$ cat config.mk
export PLATFORM = sky130hd
export DESIGN_NAME = sha256_byte_host_flat
export DESIGN_NICKNAME = d
export VERILOG_FILES = /design/src/rtl/sha256_byte_host_if.sv /design/src/rtl/sha256_byte_host.sv /design/src/flat_wrapper.sv
export SDC_FILE = /design/constraint.sdc
export NUM_CORES = 1
export LEC_CHECK = 0
export CORE_AREA = 2 2 253 255
export CTS_CLUSTER_SIZE = 25
export DETAILED_ROUTE_END_ITERATION = 16
export DIE_AREA = 0 0 255 257
export GPL_TIMING_DRIVEN = 0
export PLACE_DENSITY = 0.76
export SLEW_MARGIN = 20
export SYNTH_ARGS = -nofsm -noshare
export SYNTH_HDL_FRONTEND = slang
export SYNTH_SLANG_ARGS = --single-unit
export TNS_END_PERCENT = 50
$ cat constraint.sdc
create_clock -name clk -period 5.3 [get_ports clk]
set_input_delay 1.59 -clock clk [delete_from_list [all_inputs] [get_ports clk]]
set_output_delay 1.59 -clock clk [all_outputs]
set_load 0.05 [all_outputs]
$ cat src/rtl/sha256_byte_host_if.sv
// Byte-serial hasher link: load strobe/data toward the hasher,
// digest byte/valid back. master = host side, slave = hasher side.
interface sha256_byte_host_if;
  logic [7:0] hs_data;
  logic       hs_strobe;
  logic [7:0] hs_dout;
  logic       hs_dvalid;

  modport master (
    output hs_data, hs_strobe,
    input  hs_dout, hs_dvalid
  );

  modport slave (
    input  hs_data, hs_strobe,
    output hs_dout, hs_dvalid
  );
endinterface

$ cat src/rtl/sha256_byte_host.sv
// Host driver for the byte-serial SHA-256 hasher: buffers a message,
// bursts it on hs, captures the 32-byte digest into a readable file.
module sha256_byte_host #(
  parameter int MAX_MSG_BYTES  = 55,
  parameter int TIMEOUT_CYCLES = 1023
) (
  input  logic                      clk,
  input  logic                      reset_n,
  input  logic                      start,
  input  logic [5:0]                msg_len,
  input  logic                      wr_en,
  input  logic [5:0]                wr_addr,
  input  logic [7:0]                wr_data,
  sha256_byte_host_if.master        hs,
  input  logic [4:0]                rd_addr,
  output logic [7:0]                rd_data,
  output logic                      busy,
  output logic                      done,
  output logic [1:0]                err
);

  localparam int TW = $clog2(TIMEOUT_CYCLES + 1);
  localparam logic [TW-1:0] TMAX = TW'(TIMEOUT_CYCLES);

  typedef enum logic [1:0] {
    S_IDLE,
    S_SEND,
    S_WAIT,
    S_CAPTURE
  } state_e;

  state_e            state_q, state_d;
  logic [5:0]        len_q, len_d;
  logic [5:0]        idx_q, idx_d;
  logic [5:0]        cap_q, cap_d;
  logic [TW-1:0]     tmo_q, tmo_d;
  logic [63:0][7:0]  buf_q, buf_d;
  logic [31:0][7:0]  dig_q, dig_d;
  logic [7:0]        data_q, data_d;
  logic              strobe_q, strobe_d;
  logic              done_q, done_d;
  logic [1:0]        err_q, err_d;
  logic              bad_len;

  assign bad_len = (msg_len == 6'd0) ||
                   (32'(msg_len) > MAX_MSG_BYTES);

  always_comb begin
    state_d  = state_q;
    len_d    = len_q;
    idx_d    = idx_q;
    cap_d    = cap_q;
    tmo_d    = tmo_q;
    buf_d    = buf_q;
    dig_d    = dig_q;
    data_d   = '0;
    strobe_d = 1'b0;
    done_d   = 1'b0;
    err_d    = err_q;
    unique case (state_q)
      S_IDLE: begin
        if (wr_en) buf_d[wr_addr] = wr_data;
        if (start) begin
          if (bad_len) begin
            err_d = 2'd1;
          end else begin
            // Output is registered, so byte 0 is issued on the
            // accepting edge; idx then counts bytes already issued.
            err_d    = 2'd0;
            len_d    = msg_len;
            strobe_d = 1'b1;
            data_d   = buf_q[0];
            idx_d    = 6'd1;
            state_d  = S_SEND;
          end
        end
      end
      S_SEND: begin
        if (idx_q == len_q) begin
          tmo_d   = '0;
          state_d = S_WAIT;
        end else begin
          strobe_d = 1'b1;
          data_d   = buf_q[idx_q];
          idx_d    = idx_q + 6'd1;
        end
      end
      S_WAIT: begin
        if (hs.hs_dvalid) begin
          dig_d[0] = hs.hs_dout;
          cap_d    = 6'd1;
          state_d  = S_CAPTURE;
        end else if (tmo_q == TMAX) begin
          err_d   = 2'd2;
          state_d = S_IDLE;
        end else begin
          tmo_d = tmo_q + TW'(1);
        end
      end
      S_CAPTURE: begin
        if (hs.hs_dvalid) begin
          dig_d[cap_q[4:0]] = hs.hs_dout;
          cap_d = cap_q + 6'd1;
          if (cap_q == 6'd31) begin
            done_d  = 1'b1;
            state_d = S_IDLE;
          end
        end else begin
          err_d   = 2'd3;
          state_d = S_IDLE;
        end
      end
    endcase
  end

  always_ff @(posedge clk or negedge reset_n) begin
    if (!reset_n) begin
      state_q  <= S_IDLE;
      len_q    <= '0;
      idx_q    <= '0;
      cap_q    <= '0;
      tmo_q    <= '0;
      buf_q    <= '0;
      dig_q    <= '0;
      data_q   <= '0;
      strobe_q <= 1'b0;
      done_q   <= 1'b0;
      err_q    <= '0;
    end else begin
      state_q  <= state_d;
      len_q    <= len_d;
      idx_q    <= idx_d;
      cap_q    <= cap_d;
      tmo_q    <= tmo_d;
      buf_q    <= buf_d;
      dig_q    <= dig_d;
      data_q   <= data_d;
      strobe_q <= strobe_d;
      done_q   <= done_d;
      err_q    <= err_d;
    end
  end

  assign hs.hs_data   = data_q;
  assign hs.hs_strobe = strobe_q;
  assign rd_data      = dig_q[rd_addr];
  assign busy         = (state_q != S_IDLE);
  assign done         = done_q;
  assign err          = err_q;

endmodule

$ cat src/flat_wrapper.sv
// flat-port wrapper written by rule: the top's interface ports become plain ports
module sha256_byte_host_flat 
#(
  parameter int MAX_MSG_BYTES  = 55,
  parameter int TIMEOUT_CYCLES = 1023
)
  (clk, reset_n, start, msg_len, wr_en, wr_addr, wr_data, rd_addr, rd_data, busy, done, err, hs_hs_data, hs_hs_strobe, hs_hs_dout, hs_hs_dvalid);
  sha256_byte_host_if hs_i ();
  input  logic clk;
  input  logic reset_n;
  input  logic start;
  input  logic [5:0] msg_len;
  input  logic wr_en;
  input  logic [5:0] wr_addr;
  input  logic [7:0] wr_data;
  input  logic [4:0] rd_addr;
  output logic [7:0] rd_data;
  output logic busy;
  output logic done;
  output logic [1:0] err;
  output wire logic [$bits(hs_i.hs_data)-1:0] hs_hs_data;
  output wire logic [$bits(hs_i.hs_strobe)-1:0] hs_hs_strobe;
  input wire logic [$bits(hs_i.hs_dout)-1:0] hs_hs_dout;
  input wire logic [$bits(hs_i.hs_dvalid)-1:0] hs_hs_dvalid;
  assign hs_hs_data = hs_i.hs_data;
  assign hs_hs_strobe = hs_i.hs_strobe;
  assign hs_i.hs_dout = hs_hs_dout;
  assign hs_i.hs_dvalid = hs_hs_dvalid;
  sha256_byte_host #(.MAX_MSG_BYTES(MAX_MSG_BYTES), .TIMEOUT_CYCLES(TIMEOUT_CYCLES)) u_core (.clk(clk), .reset_n(reset_n), .start(start), .msg_len(msg_len), .wr_en(wr_en), .wr_addr(wr_addr), .wr_data(wr_data), .hs(hs_i), .rd_addr(rd_addr), .rd_data(rd_data), .busy(busy), .done(done), .err(err));
endmodule
==> metrics <==
layout net count 2,688; share of layout cells above drive strength 1 0.4494; FF-to-FF setup slack 1800 ps; H-tree Lvls 3; r2r worst-path depth 7; worst reg2reg endpoint u_core.hs.hs_data[7]; Via density 6.479; pwr dens 431.1 mW/mm²; Post-DP HPWL 72.31 mm; sequential share of the synthesized area 0.5426; largest net degree at the start of global routing 108; Slew HR 0.1212; Setup Skew 21.36 ps; Worst Hold Depth 1; Final Setup Violations 1; CTS buffer count 83; Synth Flop Type dfrtp_1; Largest delay share family, worst path multiplexers; IO Count 59; Die Height 257 µm; async set-or-reset flop fraction in the synthesized netlist 1.000; initial core utilization 0.5954; final hold vios 0; worst hold path type flop to flop; CP startpoint rd_addr[1]; GRT Total Usage 0.3219; critical path cell sequence buf_2 -> buf_4 -> mux4_2 -> mux4_2 -> mux2_2 -> clkdlybuf4s15_2; CP startpoint kind input port; RePlAce Congestion 0.9324; crit path kind input port to output port; worst flop-to-flop path startpoint u_core.idx_q[2]; clock sinks 810; Worst Path Max Fanout 10; Final ANT Viol Nets 0; initial drt markers 1,801; Ant. Diodes 0; failing checks setup timing; initial antenna violation count 2; worst slack at placement -1064 ps; Post-synth top cells dfrtp_1, mux2_2, mux4_2, mux2i_1, clkbuf_1; Reg clk slew, reported paths 60 ps; synth warn 0; Tcrit/Tclk final 1.010; first-pass detailed-route iteration total 5; post-DR wirelength/cell 29.01 µm; Crit path largest cell delay 550 ps; Worst-Margin Slew 1313 ps; Buf+Inv Stages, Crit Path 3; Peak VDD IR 328.1 µV; max cap viols 0; total grt overflow 0; Max clock buf depth 3; most frequent cell after synthesis dfrtp_1; area grow syn2layout 12.04%; min-delay src u_core.dig_q[23]; Worst path slowest cell mux4_2; cell taking the most area after synthesis dfrtp_1; cell count after synthesis 2,506; fmax 186.7 MHz; syn_nets 2,550; Hold EP u_core.dig_q[23]; EDFF count, synth 0; top-area cell type share of the netlist area 0.5426; post-route setup slack -55.13 ps; RSZ-0062 raised after global routing yes; vias in the first global route 24,390; critical path endpoint category output port; CP Data Arrival Time 3770 ps; Syn Area/Cell 14.91 µm²; Chip Width 255 µm; detailed-route via count 23,013; status finished, violations left; die footprint 0.06554 mm²; area of placed instances 0.03910 mm²; Clk Latency, worst-skew pair 640 ps; Lkg Pwr 19.83 nW; CTS Root Cell clkbuf_16; CTS tree built; I/O Buffers 45; # DRC 0; core area 0.06274 mm²; Pins Over Slew Limit 0; synthesized area 0.03735 mm²; Detailed Route WL 103.0 mm; main area contributors after synthesis dfrtp_1, mux2_2, mux4_2, mux2i_1, clkbuf_1; CP dominant cell by count mux4_2; final instance area 0.04185 mm²; library cells used by synthesis 62; CP required 3710 ps; Rows 92; min cycle time layout 5355 ps; first-pass GRT wire length 154.8 mm; Yosys reg bits 810
==> cell type report <==
cell class | instances | area, µm²
inverters | 5 | 18.77
clock inverters | 20 | 211.5
plain buffers | 176 | 929.6
fillers | 4380 | 20880
clock buffers | 127 | 2475
flip-flops and latches | 810 | 20270
multi-input cells | 1515 | 16230
repair buffers | 53 | 660.6
well taps | 846 | 1059
==> sequential cells by signal, summed over array words and instances (netlist names) <==
signal	flops
u_core.err	2
u_core.buf_q	512
u_core.idx_q	6
u_core.hs.hs_data	8
u_core.done	1
u_core.tmo_q	10
u_core.cap_q	6
u_core.state_q	2
u_core.len_q	6
u_core.hs.hs_strobe	1
u_core.dig_q	256
==> cells in the final DEF (no fill, tap or decap), types with 8 or more instances in the layout <==
cell type,n
buf_4,10
nand2_2,16
mux2_2,787
nor4_1,26
clkbuf_8,21
nor2b_1,8
buf_1,12
a21oi_1,22
clkbuf_1,122
nand2_1,67
a22oi_1,21
mux4_2,146
clkinv_2,11
dfrtp_1,810
clkbuf_16,85
mux2i_1,113
o22ai_1,27
a22o_1,24
buf_6,13
buf_16,8
clkdlybuf4s50_1,36
nand3_1,14
o21ai_0,18
buf_2,37
nor2_2,46
xnor2_1,12
nor2_1,53
==> layer usage <==
layer	share of wire	track usage	vias to the layer above
met2	0.49	0.5294	858
met1	0.39	0.4094	12291
met5	0.000097	0	-
li1	-	-	9570
met3	0.057	0.05958	292
met4	0.059	0.1649	2
==> worst max path at each step <==
stage                     slack (ps)  cells after the start                to
after floorplan                  300                      5        rd_data[0]
after global placement        -31300                      1  u_core.buf_q[36]
after detailed placement       -1060                      6        rd_data[2]
after CTS                        -30                      6        rd_data[2]
after global routing             -60                      6        rd_data[2]
final                            -60                      6        rd_data[2]
==> per-stage QoR <==
step | hold WS [ps] | cells | util | setup TNS, ps | power [mW]
3_5_place_dp | 470.8 | 3405 | 0.6233 | -8276 | 12.27
6_report | 488.0 | 3552 | 0.6671 | -55.13 | 18.04
2_1_floorplan | 452.2 | 2506 | - | 0 | 10.53
3_3_place_gp | 461.7 | 3397 | 0.6195 | - | 12.12
4_1_cts | 484.4 | 3552 | 0.6671 | -26.95 | 18.04
5_1_grt | 502.4 | 3552 | 0.6671 | -151.3 | 18.65
==> timing repair <==
action                     CTS  global route
buffers inserted             0             0
hold buffers                 0             0
setup endpoints to repair    8             5
gates resized for setup     55             4
==> power by group <==
part           switching (mW)  leakage [nW]  internal, mW
Combinational            2.75          7.39          1.93
Clock                    2.44          1.32          3.36
Sequential              0.494          11.1          7.07
Total                    5.68          19.8          12.4
==> cell families after synthesis <==
kind of cell / count (synthesis) / synth area share
XOR/XNOR: 17 / 0.003986
flip-flops: 810 / 0.5426
multiplexers: 1051 / 0.3571
buffers and inverters: 181 / 0.02331
AO/OA/AOI/OAI: 150 / 0.02867
adder cells (fa/ha/maj): 6 / 0.002010
AND/OR/NAND/NOR: 291 / 0.04231
No activity file was read; power rests on OpenSTA's default activity.
